## src/rtl/rom_port_arbiter.sv

```systemverilog
// Two-port arbiter for the synchronous program ROM read port: one access in flight, response held until consumed.
// Optional feature: define ROM_ARB_RR_EN for round-robin tie-breaking (default: port 1 wins ties).
module rom_port_arbiter #(
    parameter int ADDR_W = 14,
    parameter int DATA_W = 32
) (
    input  logic              clk,
    input  logic              rst_n,
    input  logic              req0_valid,
    output logic              req0_ready,
    input  logic [ADDR_W-1:0] req0_addr,
    output logic              rsp0_valid,
    input  logic              rsp0_ready,
    output logic [DATA_W-1:0] rsp0_data,
    output logic              rsp0_err,
    input  logic              req1_valid,
    output logic              req1_ready,
    input  logic [ADDR_W-1:0] req1_addr,
    output logic              rsp1_valid,
    input  logic              rsp1_ready,
    output logic [DATA_W-1:0] rsp1_data,
    output logic              rsp1_err,
    output logic [ADDR_W-1:0] rom_addr,
    input  logic [DATA_W-1:0] rom_data,
    output logic              busy
);

    typedef enum logic [1:0] {
        IDLE = 2'd0,
        WAIT = 2'd1,
        RESP = 2'd2
    } state_t;

    state_t              r_state;
    state_t              w_next;
    logic                r_owner;
    logic                r_err;
    logic                r_last_grant;
    logic [ADDR_W-1:0]   r_last_addr;
    logic [DATA_W-1:0]   r_data;

    logic                w_tie_win;
    logic                w_win;
    logic                w_accept;
    logic                w_rsp_hs;
    logic [ADDR_W-1:0]   w_sel_addr;

`ifdef ROM_ARB_RR_EN
    assign w_tie_win = ~r_last_grant;
`else
    // last_grant is tracked in both builds; fixed priority simply ignores it
    assign w_tie_win = r_last_grant | 1'b1;
`endif

    assign w_win      = (req0_valid && req1_valid) ? w_tie_win : req1_valid;
    // Gating with rst_n keeps every ready low while reset is held, not just after the edge
    assign w_accept   = (r_state == IDLE) && (req0_valid || req1_valid) && rst_n;
    assign w_sel_addr = w_win ? req1_addr : req0_addr;
    assign w_rsp_hs   = r_owner ? rsp1_ready : rsp0_ready;

    always_ff @(posedge clk or negedge rst_n) begin
        if (!rst_n) begin
            r_state <= IDLE;
        end else begin
            r_state <= w_next;
        end
    end

    always_comb begin
        w_next = r_state;
        case (r_state)
            IDLE:    if (w_accept) w_next = WAIT;
            WAIT:    w_next = RESP;
            RESP:    if (w_rsp_hs) w_next = IDLE;
            default: w_next = IDLE;
        endcase
    end

    always_comb begin
        req0_ready = w_accept && !w_win;
        req1_ready = w_accept && w_win;
        rsp0_valid = (r_state == RESP) && !r_owner;
        rsp1_valid = (r_state == RESP) && r_owner;
        rsp0_err   = rsp0_valid && r_err;
        rsp1_err   = rsp1_valid && r_err;
        rsp0_data  = r_data;
        rsp1_data  = r_data;
        rom_addr   = w_accept ? w_sel_addr : r_last_addr;
        busy       = (r_state != IDLE);
    end

    always_ff @(posedge clk or negedge rst_n) begin
        if (!rst_n) begin
            r_owner      <= 1'b0;
            r_err        <= 1'b0;
            r_last_grant <= 1'b0;
            r_last_addr  <= '0;
            r_data       <= '0;
        end else begin
            if (w_accept) begin
                r_owner      <= w_win;
                r_err        <= |w_sel_addr[1:0];
                r_last_grant <= w_win;
                r_last_addr  <= w_sel_addr;
            end
            if (r_state == WAIT) begin
                r_data <= rom_data;
            end
        end
    end

endmodule

```

## config.mk

```make
export PLATFORM = sky130hd
export DESIGN_NAME = rom_port_arbiter
export DESIGN_NICKNAME = d
export VERILOG_FILES = /design/src/rtl/rom_port_arbiter.sv
export SDC_FILE = /design/constraint.sdc
export NUM_CORES = 1
export LEC_CHECK = 0
export BUFFER_PORTS_ARGS = -buffer_cell sky130_fd_sc_hd__buf_2
export CAP_MARGIN = 20
export CORE_ASPECT_RATIO = 0.8
export CORE_MARGIN = 2
export CORE_UTILIZATION = 46
export DETAILED_ROUTE_END_ITERATION = 8
export GPL_TIMING_DRIVEN = 0
export PLACE_DENSITY = 0.86
export SYNTH_ARGS = -nofsm -noshare
export SYNTH_HDL_FRONTEND = slang
export SYNTH_SLANG_ARGS = --single-unit
```

## constraint.sdc

```tcl
create_clock -name clk -period 3.35 [get_ports clk]
set_input_delay 0.1675 -clock clk [delete_from_list [all_inputs] [get_ports clk]]
set_output_delay 0.1675 -clock clk [all_outputs]
set_load 0.02 [all_outputs]
```

## Yosys cells after proc, flatten, opt, wreduce, memory -nomap -nowiden

Cells that the tools add are included.
W data, S select, Z words.

- Register bits: 50
- Output and inout port bits: 85

- Multiplexer cells: 7
- Eq/ne operators: 4
- Reduce and logical (&&, ||, !) cells: 16

Operator list:

| cell | count |
|---|---|
| $mux W14 | 2 |
| $logic_and A1 B1 Y1 | 9 |
| $pmux W2 S3 | 1 |
| $mux W2 | 2 |
| $ne A2 B2 Y1 const B | 2 |
| $eq A2 B1 Y1 const B | 1 |
| $eq A2 B2 Y1 const B | 1 |
| $logic_not A1 Y1 | 2 |
| $logic_not A2 Y1 | 1 |
| $mux W1 | 2 |
| $reduce_and A2 Y1 | 1 |
| $reduce_bool A2 Y1 | 1 |
| $reduce_or A2 Y1 | 1 |
| $logic_or A1 B1 Y1 | 1 |

## Logic depth before layout (Yosys ltp)

- Word-level depth: 5
- Depth in mapped cells: 5

## Least setup slack after synthesis

OpenSTA, ideal clock, no wires.

- Path kind: reg2out
- Start: reg r_state[0]
- End: out req0_ready
- Cell stages (with the launch flop): 6
- Path slack: 1.712 ns
- Arrival time: 1.471 ns
- Buffers on the path: 2
- Data required time: 3.182 ns
- Cells stage by stage: dfrtp_1 or2_4 nor3b_2 buf_6 buf_12 nor2b_1

- Cells in the longest elaborated chain, start to end: 4

RTL lines:

| element | RTL line | source |
|---|---|---|
| start, declared | 34 | `state_t r_state;` |
| start signal, assigned | 65 | `r_state <= w_next;` |
| $logic_not A2 Y1 | 57 | `assign w_accept = (r_state == IDLE) && (req0_valid \|\| req1_valid) && rst_n;` |
| $logic_and A1 B1 Y1 (2 in a row) | 57 |  |
| $logic_and A1 B1 Y1 | 80 | `req0_ready = w_accept && !w_win;` |
| end, declared | 10 | `output logic req0_ready,` |

Every way passes these cells.

## Final worst setup path

- Start: in rst_n
- End: out rom_addr[12]

- Cells in the longest elaborated chain, start to end: 2

RTL lines:

| element | RTL line | source |
|---|---|---|
| start, declared | 8 | `input logic rst_n,` |
| $logic_and A1 B1 Y1 | 57 |  |
| $mux W14 | 88 | `rom_addr = w_accept ? w_sel_addr : r_last_addr;` |
| end, declared | 23 | `output logic [ADDR_W-1:0] rom_addr,` |

Every way passes these cells.

==> metrics.txt <==
# TYPE chip_impl_metric gauge
chip_impl_metric{name="ctsLongestPathBuffers",unit=""} 2
chip_impl_metric{name="grt_start_max_net_pins",unit=""} 52
chip_impl_metric{name="vdd.ir_drop.worst",unit="uV"} 608
chip_impl_metric{name="row_count",unit=""} 23
chip_impl_info{name="cp-end-kind",value="primary output"} 1
chip_impl_metric{name="worst_slew_pin_slew",unit="ps"} 399
chip_impl_info{name="clk_root_buffer_cell",value="sky130_fd_sc_hd__clkbuf_8"} 1
chip_impl_metric{name="die_outline_area",unit="sq um"} 5790
chip_impl_metric{name="starting_density",unit="%"} 47.7
chip_impl_info{name="hold_path_startpoint",value="rom_data[17]"} 1
chip_impl_metric{name="port_buffers",unit=""} 150
chip_impl_metric{name="register_bit_count_reported_by_yosys",unit=""} 50
chip_impl_metric{name="maxSlewHeadroom",unit="%"} 73.4
chip_impl_info{name="synth_top_area_cell",value="sky130_fd_sc_hd__dfrtp_1"} 1
chip_impl_metric{name="synth.avg_cell_area",unit="sq um"} 14.1
chip_impl_metric{name="pin_count",unit=""} 151
chip_impl_metric{name="gr-total-overflow",unit=""} 0
chip_impl_metric{name="setup_bufs_post_cts",unit=""} 0
chip_impl_metric{name="post-route-period-util",unit="%"} 76.3
chip_impl_metric{name="finalWorstPathRequiredPeriod",unit="ps"} 2560
chip_impl_metric{name="synth_top_area_share",unit="%"} 52.4
chip_impl_metric{name="route.final.wire_length",unit="mm"} 4.99
chip_impl_metric{name="drtPass1Iterations",unit=""} 2
chip_impl_metric{name="number_of_design_rule_violations_left_by_the_first_detailed_router_iteration",unit=""} 34
chip_impl_metric{name="global_route_usage_over_all_layers",unit="%"} 16.5
chip_impl_metric{name="max-cap-violations",unit=""} 0
chip_impl_metric{name="initial_antenna_violation_count",unit=""} 0
chip_impl_metric{name="required_time_of_the_worst_setup_path",unit="ps"} 3180
chip_impl_metric{name="drt-wirelength-per-cell",unit="um"} 12.7
chip_impl_metric{name="dp_hpwl",unit="mm"} 3.85
chip_impl_metric{name="holdPathStages",unit=""} 2
chip_impl_metric{name="clk-insertion-delay-late",unit="ps"} 290
chip_impl_info{name="crit_path_cell_trace",value="dlygate4sd3_1 -> buf_2 -> buf_12 -> nor3b_2 -> buf_6 -> buf_12 -> mux2_4 -> buf_2"} 1
chip_impl_metric{name="setup_viol_count_final",unit=""} 0
chip_impl_info{name="endpoint_of_the_worst_hold_path",value="rsp0_data[17]$_DFFE_PN0N_"} 1
chip_impl_metric{name="drtAntennaViolNets",unit=""} 0
chip_impl_metric{name="clock_skew",unit="ps"} 3.59
chip_impl_metric{name="power_density",unit="nW/um^2"} 1060
chip_impl_metric{name="grt_pass1_wl",unit="mm"} 7.42
chip_impl_metric{name="maximum_achievable_frequency",unit="MHz"} 391
chip_impl_metric{name="critical_path_buf_inv_count",unit=""} 6
chip_impl_metric{name="cts-resized-gates",unit=""} 0
chip_impl_metric{name="worstRegToRegCells",unit=""} 5
chip_impl_metric{name="static_power_due_to_leakage",unit="uW"} 0.00175
chip_impl_metric{name="synthesis.area",unit="sq um"} 2390
chip_impl_metric{name="synth-warning-count",unit=""} 0
chip_impl_info{name="synth_top_cells_by_area",value="sky130_fd_sc_hd__dfrtp_1 (52%), sky130_fd_sc_hd__mux2_2 (26%), sky130_fd_sc_hd__buf_4 (10%), sky130_fd_sc_hd__mux2_4 (4.4%), sky130_fd_sc_hd__buf_2 (1.3%)"} 1
chip_impl_metric{name="die_width",unit="um"} 84.6
chip_impl_info{name="worstSetupStartpointType",value="input pin"} 1
chip_impl_metric{name="detail_route.vias_per_cell",unit=""} 4.63
chip_impl_metric{name="number_of_global_route_vias_before_repair",unit=""} 1652
chip_impl_info{name="final_cell_mix",value="sky130_fd_sc_hd__buf_2 (156), sky130_fd_sc_hd__mux2_2 (56), sky130_fd_sc_hd__dfrtp_1 (50)"} 1
chip_impl_metric{name="path_clk_slew",unit="ps"} 90
chip_impl_metric{name="final_nets",unit=""} 395
chip_impl_metric{name="netlist_instances",unit=""} 170
chip_impl_info{name="status",value="finished clean"} 1
chip_impl_metric{name="cts-hold-fix-buffers",unit=""} 0
chip_impl_info{name="tritoncts",value="done"} 1
chip_impl_info{name="slowest_stage",value="sky130_fd_sc_hd__dlygate4sd3_1"} 1
chip_impl_metric{name="worst-endpoint-arrival",unit="ps"} 2390
chip_impl_metric{name="gp_congestion",unit=""} 0.803
chip_impl_info{name="critical_path.reg2reg.endpoint",value="r_last_addr[12]$_DFF_PN0_"} 1
chip_impl_metric{name="remaining_drc_errors",unit=""} 0
chip_impl_metric{name="rrSetupSlack",unit="ps"} 1740
chip_impl_metric{name="final_slew_viol_count",unit=""} 0
chip_impl_metric{name="syn_nets",unit=""} 236
chip_impl_info{name="timing.setup.critical_path_class",value="in -> out"} 1
chip_impl_metric{name="drive_above_1_share",unit="%"} 79.7
chip_impl_metric{name="clkSinkCount",unit=""} 50
chip_impl_metric{name="cts_made_buffers",unit=""} 5
chip_impl_metric{name="finish.utilization",unit="%"} 66.7
chip_impl_metric{name="fin_tns_setup",unit="ps"} 0
chip_impl_metric{name="cts_max_level",unit=""} 2
chip_impl_info{name="leading_cell_type_in_the_layout_fill_and_taps_excluded",value="sky130_fd_sc_hd__buf_2"} 1
chip_impl_info{name="timing.rr.start",value="r_state[0]$_DFFE_PN0P_"} 1
chip_impl_metric{name="die-height",unit="um"} 68.5
chip_impl_metric{name="hold_viol_final",unit=""} 0
chip_impl_metric{name="critPathMaxFanout",unit=""} 35
chip_impl_info{name="hp-class",value="in -> reg"} 1
chip_impl_metric{name="synth_cell_type_count",unit=""} 19
chip_impl_info{name="setup_repair_after_global_routing_missed_its_margin",value="no"} 1
chip_impl_metric{name="core_region",unit="sq um"} 5010
chip_impl_metric{name="insertedDiodeCount",unit=""} 0
chip_impl_metric{name="yosysSeqAreaShare",unit="%"} 52.4
chip_impl_metric{name="num_vias",unit=""} 1815
chip_impl_info{name="critPathTopFamily",value="buffers and inverters"} 1
chip_impl_metric{name="layout-area-overhead-vs-synth",unit="%"} 39.8
chip_impl_metric{name="timing.critical_path.slowest_cell_delay",unit="ps"} 540
## flip-flops by register name (all words and copies together), names as in the netlist
register,cells
r_owner,1
rsp0_data,32
r_err,1
r_last_addr,14
r_state,2
## routing by layer
metal  wire [um]  up-vias  GRT usage (%)
met4          55        0           5.36
li1            -      865              -
met3         439        7           5.19
met2        2560       85           29.2
met5           0        -              0
met1        1940      858           19.6
## cells in the mapped netlist
library cell / n
sky130_fd_sc_hd__o21ai_0: 1
sky130_fd_sc_hd__dfrtp_1: 50
sky130_fd_sc_hd__buf_12: 1
sky130_fd_sc_hd__nor3b_2: 1
sky130_fd_sc_hd__and2_1: 2
sky130_fd_sc_hd__and2b_1: 1
sky130_fd_sc_hd__buf_4: 32
sky130_fd_sc_hd__nand2b_1: 2
sky130_fd_sc_hd__or2_4: 1
sky130_fd_sc_hd__mux2_2: 56
sky130_fd_sc_hd__a21oi_1: 1
sky130_fd_sc_hd__nor3_1: 1
sky130_fd_sc_hd__nor2_1: 4
sky130_fd_sc_hd__buf_6: 1
sky130_fd_sc_hd__nor2b_1: 1
sky130_fd_sc_hd__buf_2: 6
sky130_fd_sc_hd__and3_1: 1
sky130_fd_sc_hd__mux2_4: 7
sky130_fd_sc_hd__nand2_1: 1
## area by class of cell
class / instances / area, sq um
Timing Repair Buffer: 152 / 781
Multi-Input combinational cell: 80 / 836
Clock buffer: 7 / 86.3
Buffer: 40 / 302
Sequential cell: 50 / 1250
Tap cell: 62 / 77.6
Clock inverter: 1 / 5.00
Fill cell: 394 / 1670
## metrics by stage
step                total power [uW]  setup slack, ps  std cells  instance area (sq um)  hold slack, ps
finish                          3530              795        392                   3340            98.5
global route                    3750              649        392                   3340            85.7
CTS                             3570              967        390                   3310            90.5
detailed placement              3220              963        382                   3220             403
global placement                3150             1020        382                   3220             399
floorplan                       2570             1710        170                   2390            -128
## where the power goes
group	total, uW	switching (uW)	internal (uW)
sequential	1100	189	910
clock	352	185	167
combinational	2080	1100	980
## kinds of logic after synthesis
group                  synth area share, %
buffers and inverters                 12.6
multiplexers                          30.8
flip-flops                            52.4
AO/OA/AOI/OAI                        0.419
AND/OR/NAND/NOR                       3.77
## worst register-to-register path, delay by kind of cell, from the launching register on
family	cells	cell delay, ps
flip-flops	1	410
multiplexers	1	310
AND/OR/NAND/NOR	2	440
buffers and inverters	2	330
## worst max path at each step
stage / end / cells past startpoint / startpoint / slack [ps]
floorplan: req0_ready / 5 / r_state[0]$_DFFE_PN0P_ / 1710
global placement: rom_addr[12] / 6 / rst_n / 1020
detailed placement: rom_addr[6] / 6 / rst_n / 960
CTS: rom_addr[12] / 6 / rst_n / 970
global route: rom_addr[9] / 8 / rst_n / 650
finish: rom_addr[12] / 8 / rst_n / 790
No activity file was read; power rests on OpenSTA's default activity.
